## config.mk

```make
export PLATFORM = sky130hd
export DESIGN_NAME = jk_reg_array
export DESIGN_NICKNAME = d
export VERILOG_FILES = /design/src/rtl/jk_pkg.sv /design/src/rtl/jk_cell.sv /design/src/rtl/jk_reg_array.sv
export SDC_FILE = /design/constraint.sdc
export NUM_CORES = 1
export LEC_CHECK = 0
export CAP_MARGIN = 0
export CORE_MARGIN = 2
export CORE_UTILIZATION = 47
export CTS_CLUSTER_DIAMETER = 100
export DETAILED_ROUTE_END_ITERATION = 6
export PLACE_DENSITY_LB_ADDON = 0.12
export SYNTH_ARGS = -nofsm -noshare
export SYNTH_HDL_FRONTEND = slang
export SYNTH_SLANG_ARGS = --single-unit
```

## constraint.sdc

```tcl
create_clock -name clk -period 2.85 [get_ports clk]
set_input_delay 0.4275 -clock clk [delete_from_list [all_inputs] [get_ports clk]]
set_output_delay 0.4275 -clock clk [all_outputs]
set_load 0.02 [all_outputs]
```

## src/rtl/jk_pkg.sv

```systemverilog
// Shared definitions for the JK register array: mode encoding.
package jk_pkg;

    typedef enum logic [1:0] {
        JK_MODE_JK   = 2'd0,
        JK_MODE_UP   = 2'd1,
        JK_MODE_DOWN = 2'd2,
        JK_MODE_LOAD = 2'd3
    } jk_mode_t;

endpackage

```

## src/rtl/jk_cell.sv

```systemverilog
// Single-bit JK flip-flop with synchronous reset and clock enable.
module jk_cell (
    input  logic clk,
    input  logic reset,
    input  logic en,
    input  logic j,
    input  logic k,
    input  logic rst_val,
    output logic q
);

    // JK state update: hold / clear / set / toggle; reset wins over enable.
    always_ff @(posedge clk) begin
        if (reset) begin
            q <= rst_val;
        end else if (en) begin
            case ({j, k})
                2'b00:   q <= q;
                2'b01:   q <= 1'b0;
                2'b10:   q <= 1'b1;
                default: q <= ~q;
            endcase
        end
    end

endmodule

```

## src/rtl/jk_reg_array.sv

```systemverilog
// Bank of JK cells reused as a JK register, up/down counter or loadable register.
module jk_reg_array
    import jk_pkg::*;
#(
    parameter int unsigned          WIDTH     = 8,
    parameter logic [WIDTH-1:0]     RESET_VAL = '0
) (
    input  logic             clk,
    input  logic             reset,
    input  logic             en,
    input  logic [1:0]       mode,
    input  logic [WIDTH-1:0] J,
    input  logic [WIDTH-1:0] K,
    input  logic [WIDTH-1:0] D,
    output logic [WIDTH-1:0] Q,
    output logic [WIDTH-1:0] Qn,
    output logic             tc,
    output logic             changed
);

    jk_mode_t         w_mode;
    logic [WIDTH-1:0] w_up_carry;
    logic [WIDTH-1:0] w_dn_carry;
    logic [WIDTH-1:0] w_j;
    logic [WIDTH-1:0] w_k;
    logic             w_will_change;
    logic             r_changed;

    assign w_mode = jk_mode_t'(mode);

    // Prefix-AND carry chains: bit i toggles when all lower bits are 1 (up) or 0 (down).
    always_comb begin
        w_up_carry    = '0;
        w_dn_carry    = '0;
        w_up_carry[0] = 1'b1;
        w_dn_carry[0] = 1'b1;
        for (int unsigned i = 1; i < WIDTH; i++) begin
            w_up_carry[i] = w_up_carry[i-1] & Q[i-1];
            w_dn_carry[i] = w_dn_carry[i-1] & ~Q[i-1];
        end
    end

    // Per-mode steering of the effective J/K inputs of every cell.
    always_comb begin
        w_j = '0;
        w_k = '0;
        case (w_mode)
            JK_MODE_JK: begin
                w_j = J;
                w_k = K;
            end
            JK_MODE_UP: begin
                w_j = w_up_carry;
                w_k = w_up_carry;
            end
            JK_MODE_DOWN: begin
                w_j = w_dn_carry;
                w_k = w_dn_carry;
            end
            default: begin
                w_j = D;
                w_k = ~D;
            end
        endcase
    end

    genvar gi;
    generate
        for (gi = 0; gi < WIDTH; gi++) begin : g_cell
            jk_cell u_cell (
                .clk     (clk),
                .reset   (reset),
                .en      (en),
                .j       (w_j[gi]),
                .k       (w_k[gi]),
                .rst_val (RESET_VAL[gi]),
                .q       (Q[gi])
            );
        end
    endgenerate

    // A bit flips exactly when (j & ~q) or (k & q); so the word changes iff any bit does.
    assign w_will_change = en & (|((w_j & ~Q) | (w_k & Q)));

    // changed flags the edge at which Q moved; reset always clears it.
    always_ff @(posedge clk) begin
        if (reset) begin
            r_changed <= 1'b0;
        end else begin
            r_changed <= w_will_change;
        end
    end

    assign changed = r_changed;
    assign Qn      = ~Q;
    assign tc      = en & (((w_mode == JK_MODE_UP)   & (&Q)) |
                           ((w_mode == JK_MODE_DOWN) & ~(|Q)));

endmodule

```

; Word-level counts from Yosys, hierarchy flattened
; Index checks and enable logic that the tools add are counted.
[totals]
word_cells = 96
reg_bits = 9
out_inout_bits = 18
[classes]
muxes = 10
n_eq_ne = 18
n_bitwise = 39
n_reduce_logical = 20
[ops]
columns = cell, count
row1 = 8-bit case mux with 3 select lines, 2
row2 = 1-bit case mux with 3 select lines, 8
row3 = "2-bit by 1-bit == test with 1-bit output, second input constant", 9
row4 = "2-bit == test, second input constant", 9
row5 = 2-bit zero test, 9
row6 = 1-bit inverter, 17
row7 = 1-bit AND, 16
row8 = 8-bit AND, 2
row9 = 8-bit inverter, 2
row10 = 2-bit AND reduction, 8
row11 = 8-bit OR reduction, 2
row12 = 8-bit OR, 1
row13 = 8-bit AND reduction, 1
row14 = 1-bit OR, 1

; Logic depth before layout (Yosys ltp)
[depth]
ltp_word = 12
depth_mapped = 13
depth_no_buf = 12

; Cells and area by module
; Synthesis repeated with hierarchy kept, for this count alone.
[hier_totals]
hier_cells = 193
hier_area_um2 = 1531.5
[by_module_without_submodules]
columns = mod, cells_each, area_per_inst_um2, seq_area_each_um2, instances
row1 = jk_cell, 11, 98.8, 30.0, 8
row2 = jk_reg_array, 105, 740.7, 20.0, 1

; Worst setup path before layout
; Ideal clock, no wire load.
[synth_path]
path_type = input -> register
startpoint = input port mode[0]
endpoint = register g_cell[7].u_cell.q
setup_slack_ns = 0.487
path_buffers = 1
required_ns = 2.780
cell_stages = 12
arrival_time_ns = 2.293
path_cell_list = inv_1 -> ha_1 -> or4b_1 -> buf_2 -> nor2_1 -> nor3_1 -> a22oi_1 -> inv_1 -> ha_1 -> nor3_1 -> a21oi_1 -> a21oi_1
[synth_via]
elab_chain_len = 5
[synth_lines]
columns = element, line_no
row1 = from (decl), jk_reg_array.sv:11  ; input logic [1:0] mode,
row2 = "parallel branches: the longest is 5 deep, another holds 8-bit case mux with 3 select lines", --
row3 = to (signal assigned), jk_cell.sv:15  ; q <= rst_val;
row4 = to (signal assigned), jk_cell.sv:18  ; 2'b00: q <= q;
row5 = to (signal assigned), jk_cell.sv:21  ; default: q <= ~q;
row6 = to (decl), jk_cell.sv:9  ; output logic q
; Parallel ways; which one is timed is not known.
; A chain may end at the register's enable or synchronous reset.

; Final worst setup path
; Same ends and word-level chain as after synthesis.

==> results.py <==
metrics = {
    "job": {
        "maxCapViolCount": 0,
    },
    "power_and_ir_drop": {
        "p_per_area_nw_per_um2": 379,
        "power_leakage_nw": 0.911,
        "ir_worst_vdd_uv": 244,
        "finalPower_mw": 0.773,
    },
    "logic_synthesis": {
        "synth_most_common_cell": "a21oi_1",
        "synthFlopType": "dfxtp_1",
        "synth_area_um2": 1440,
        "synth_seq_cells": 9,
        "postSynthCellCount": 203,
        "syn_nets": 252,
        "synth_top_area_frac": 0.174,
        "synthArstFlopShare": 0,
        "yosysSeqAreaShare": 0.125,
        "synth.distinct_cells": 45,
        "yosys_warnings": 0,
        "yosys-top-cells-area": "ha_1 (17%), dfxtp_1 (13%), a21oi_1 (7.7%)",
        "ys_top_cells_by_count": "a21oi_1 (22), inv_1 (21), ha_1 (20)",
        "yosys.area.top_type": "ha_1",
        "synth.avg_cell_area_um2": 7.08,
        "synth_edf_count": 0,
    },
    "sta": {
        "slew_headroom": 0.702,
        "max_freq_mhz": 367,
        "setup_viol": 0,
        "fin_crit_ns": 2.73,
        "final.setup_skew_ns": 0.00248,
        "worst_slew_pin_slew_ns": 0.435,
        "slew_viol_final": 0,
        "totalNegativeSetupSlack_ns": 0,
        "hold_viol": 0,
        "worst_slack_ns": 0.122,
        "fin_crit_sh": 0.957,
    },
    "cts": {
        "cts_root_buf": "clkbuf_4",
        "cts-htree-levels": 1,
        "cts.reportedPaths.clkPinSlew_ns": 0.07,
        "ctsLongestPathBuffers": 2,
        "worstSkewPairLatency_ns": 0.28,
        "cts-buffers-inserted": 3,
        "clock_sinks": 9,
        "cts_tree": "yes",
    },
    "critical_path": {
        "worstSetupPathType": "in2reg",
        "cp.required_ns": 3.06,
        "worst-path-buf-inv": 4,
        "timing.rr.end": "g_cell[7].u_cell.q",
        "crit_chain": "clkdlybuf4s50_1 > inv_2 > ha_2 > or4b_4 > buf_4 > nor2_4 > nor3_1 > a22oi_1 > inv_1 > ha_2 > nand2b_1 > nor3_2 > a21oi_1 > a21oi_1",
        "crit_path_max_fanout": 5,
        "start_kind": "input pin",
        "end_kind": "flop",
        "rrSetupSlack_ns": 0.46,
        "critical_path.slowest_cell": "or4b_4",
        "worstReg2RegStart": "g_cell[1].u_cell.q",
        "slowest_delay_ns": 0.47,
        "rr_worst_depth": 11,
        "crit_family": "simple AND/OR/NAND/NOR gates",
        "cp.arrival_ns": 2.93,
    },
    "placement": {
        "pre_cts_ws_ns": -0.188,
        "dp_hpwl_um": 3280,
        "placedCellCount": 278,
        "gp_congestion": 0.825,
        "port_buffers": 46,
    },
    "min_path": {
        "hold_end": "g_cell[2].u_cell.q",
        "hold_start": "g_cell[2].u_cell.q",
        "hold_path.class": "reg2reg",
        "min_path_cells": 2,
    },
    "route": {
        "drc": 0,
        "vias": 1623,
        "wl_um": 4080,
        "vias_per_cell": 5.73,
        "final_antenna_net_count": 0,
        "wl_per_cell_um": 14.4,
        "drtIter0Drc": 95,
        "drt_pass1_iterations": 4,
    },
    "floorplanning": {
        "dieArea_um2": 3520,
        "die_h_um": 59.3,
        "start_util": 0.483,
        "io-pin-count": 47,
        "core_um2": 2980,
        "rows": 20,
        "fp.dieW_um": 59.3,
    },
    "finish": {
        "final_util": 0.684,
        "diodes": 0,
        "drive_gt1_frac": 0.124,
        "area_delta_synth_final_pct": 41.7,
        "nFillCells": 260,
        "stdcell_count": 283,
        "multi_input_area_um2": 1100,
        "regArea_um2": 180,
        "final_nets": 300,
    },
    "global_routing": {
        "grt_pass1_wl_um": 6750,
        "grt_max_degree": 23,
        "grt_usage": 0.248,
        "grt-ovfl-total": 0,
        "grt_pass1_vias": 1599,
        "antenna_found_initial": 0,
    },
    "status": {
        "outcome": "finished clean",
    },
}
## metal layers
| layer | track usage | share of wire |
|---|---|---|
| met5 | 0 | 0 |
| met4 | 0.0844 | 0.0093 |
| met3 | 0.0459 | 0.050 |
| met2 | 0.463 | 0.53 |
| met1 | 0.277 | 0.41 |
## cell usage in the layout, fill, tap and decap left out, drive strengths merged, types with 2 or more instances in the layout
master	netlist	layout
clkdlybuf4s50	0	44
a21oi	22	22
inv	21	21
ha	20	20
nand2	17	17
buf	12	17
nand2b	12	12
dfxtp	9	9
nor2	8	8
or3	7	7
nor2b	7	7
nor3	7	7
nand4b	5	5
o21ai	5	5
and2	4	4
clkbuf	8	4
a211oi	3	3
a31oi	3	3
a21o	3	3
mux2i	3	3
or4	2	2
o31ai	2	2
o311a	2	2
nor4	2	2
## stage by stage
| stage | cell area, µm² | hold slack (ns) |
|---|---|---|
| floorplan | 1440 | 0.499 |
| global placement | 1960 | 0.558 |
| detailed placement | 1960 | 0.577 |
| CTS | 1980 | 0.581 |
| global route | 2040 | 0.604 |
| finish | 2040 | 0.587 |
## where the power goes
group | switching, mW | internal (mW) | total, mW
clock | 0.0569 | 0.0544 | 0.111
sequential | 0.0371 | 0.144 | 0.181
combinational | 0.236 | 0.244 | 0.481
total | 0.331 | 0.442 | 0.773
## worst max-delay path by stage
stage                  from            endpoint  slack (ns)  cells after the start
floorplan           mode[0]  g_cell[7].u_cell.q        0.49                     12
global placement    mode[1]                  tc       -0.10                      7
detailed placement  mode[1]  g_cell[7].u_cell.q       -0.19                     13
CTS                 mode[1]  g_cell[7].u_cell.q        0.09                     13
global route        mode[0]  g_cell[7].u_cell.q       -0.02                     14
finish              mode[0]  g_cell[7].u_cell.q        0.12                     14
## logic make-up after synthesis
| family | synth area share |
|---|---|
| buf+inv | 0.135 |
| flops | 0.125 |
| compound gates | 0.237 |
| xor+xnor | 0.00609 |
| fa+ha+maj | 0.174 |
| mux | 0.0287 |
| simple gates | 0.294 |
## cell type report
class / count / area share
multi-input combinational: 153 / 0.542
sequential: 9 / 0.0885
timing repair buffer: 63 / 0.297
clock buffer: 4 / 0.0129
inverter: 21 / 0.0387
tap: 33 / 0.0203
## repair_timing
action	CTS	global route
buffers inserted	0	1
setup endpoints to repair	1	3
gates resized for setup	1	14
hold buffers	0	0
pin swaps	0	1
## tightest hold or removal path, stage by stage (launching register included)
cell,delay (ns)
dfxtp_1,0.38
o21ai_0,0.11
a21oi_1,0.06
## registers in the layout, summed over array words and instances, names as in the netlist
signal           cells
changed              1
g_cell.u_cell.q      8
No activity file was read; power rests on OpenSTA's default activity.
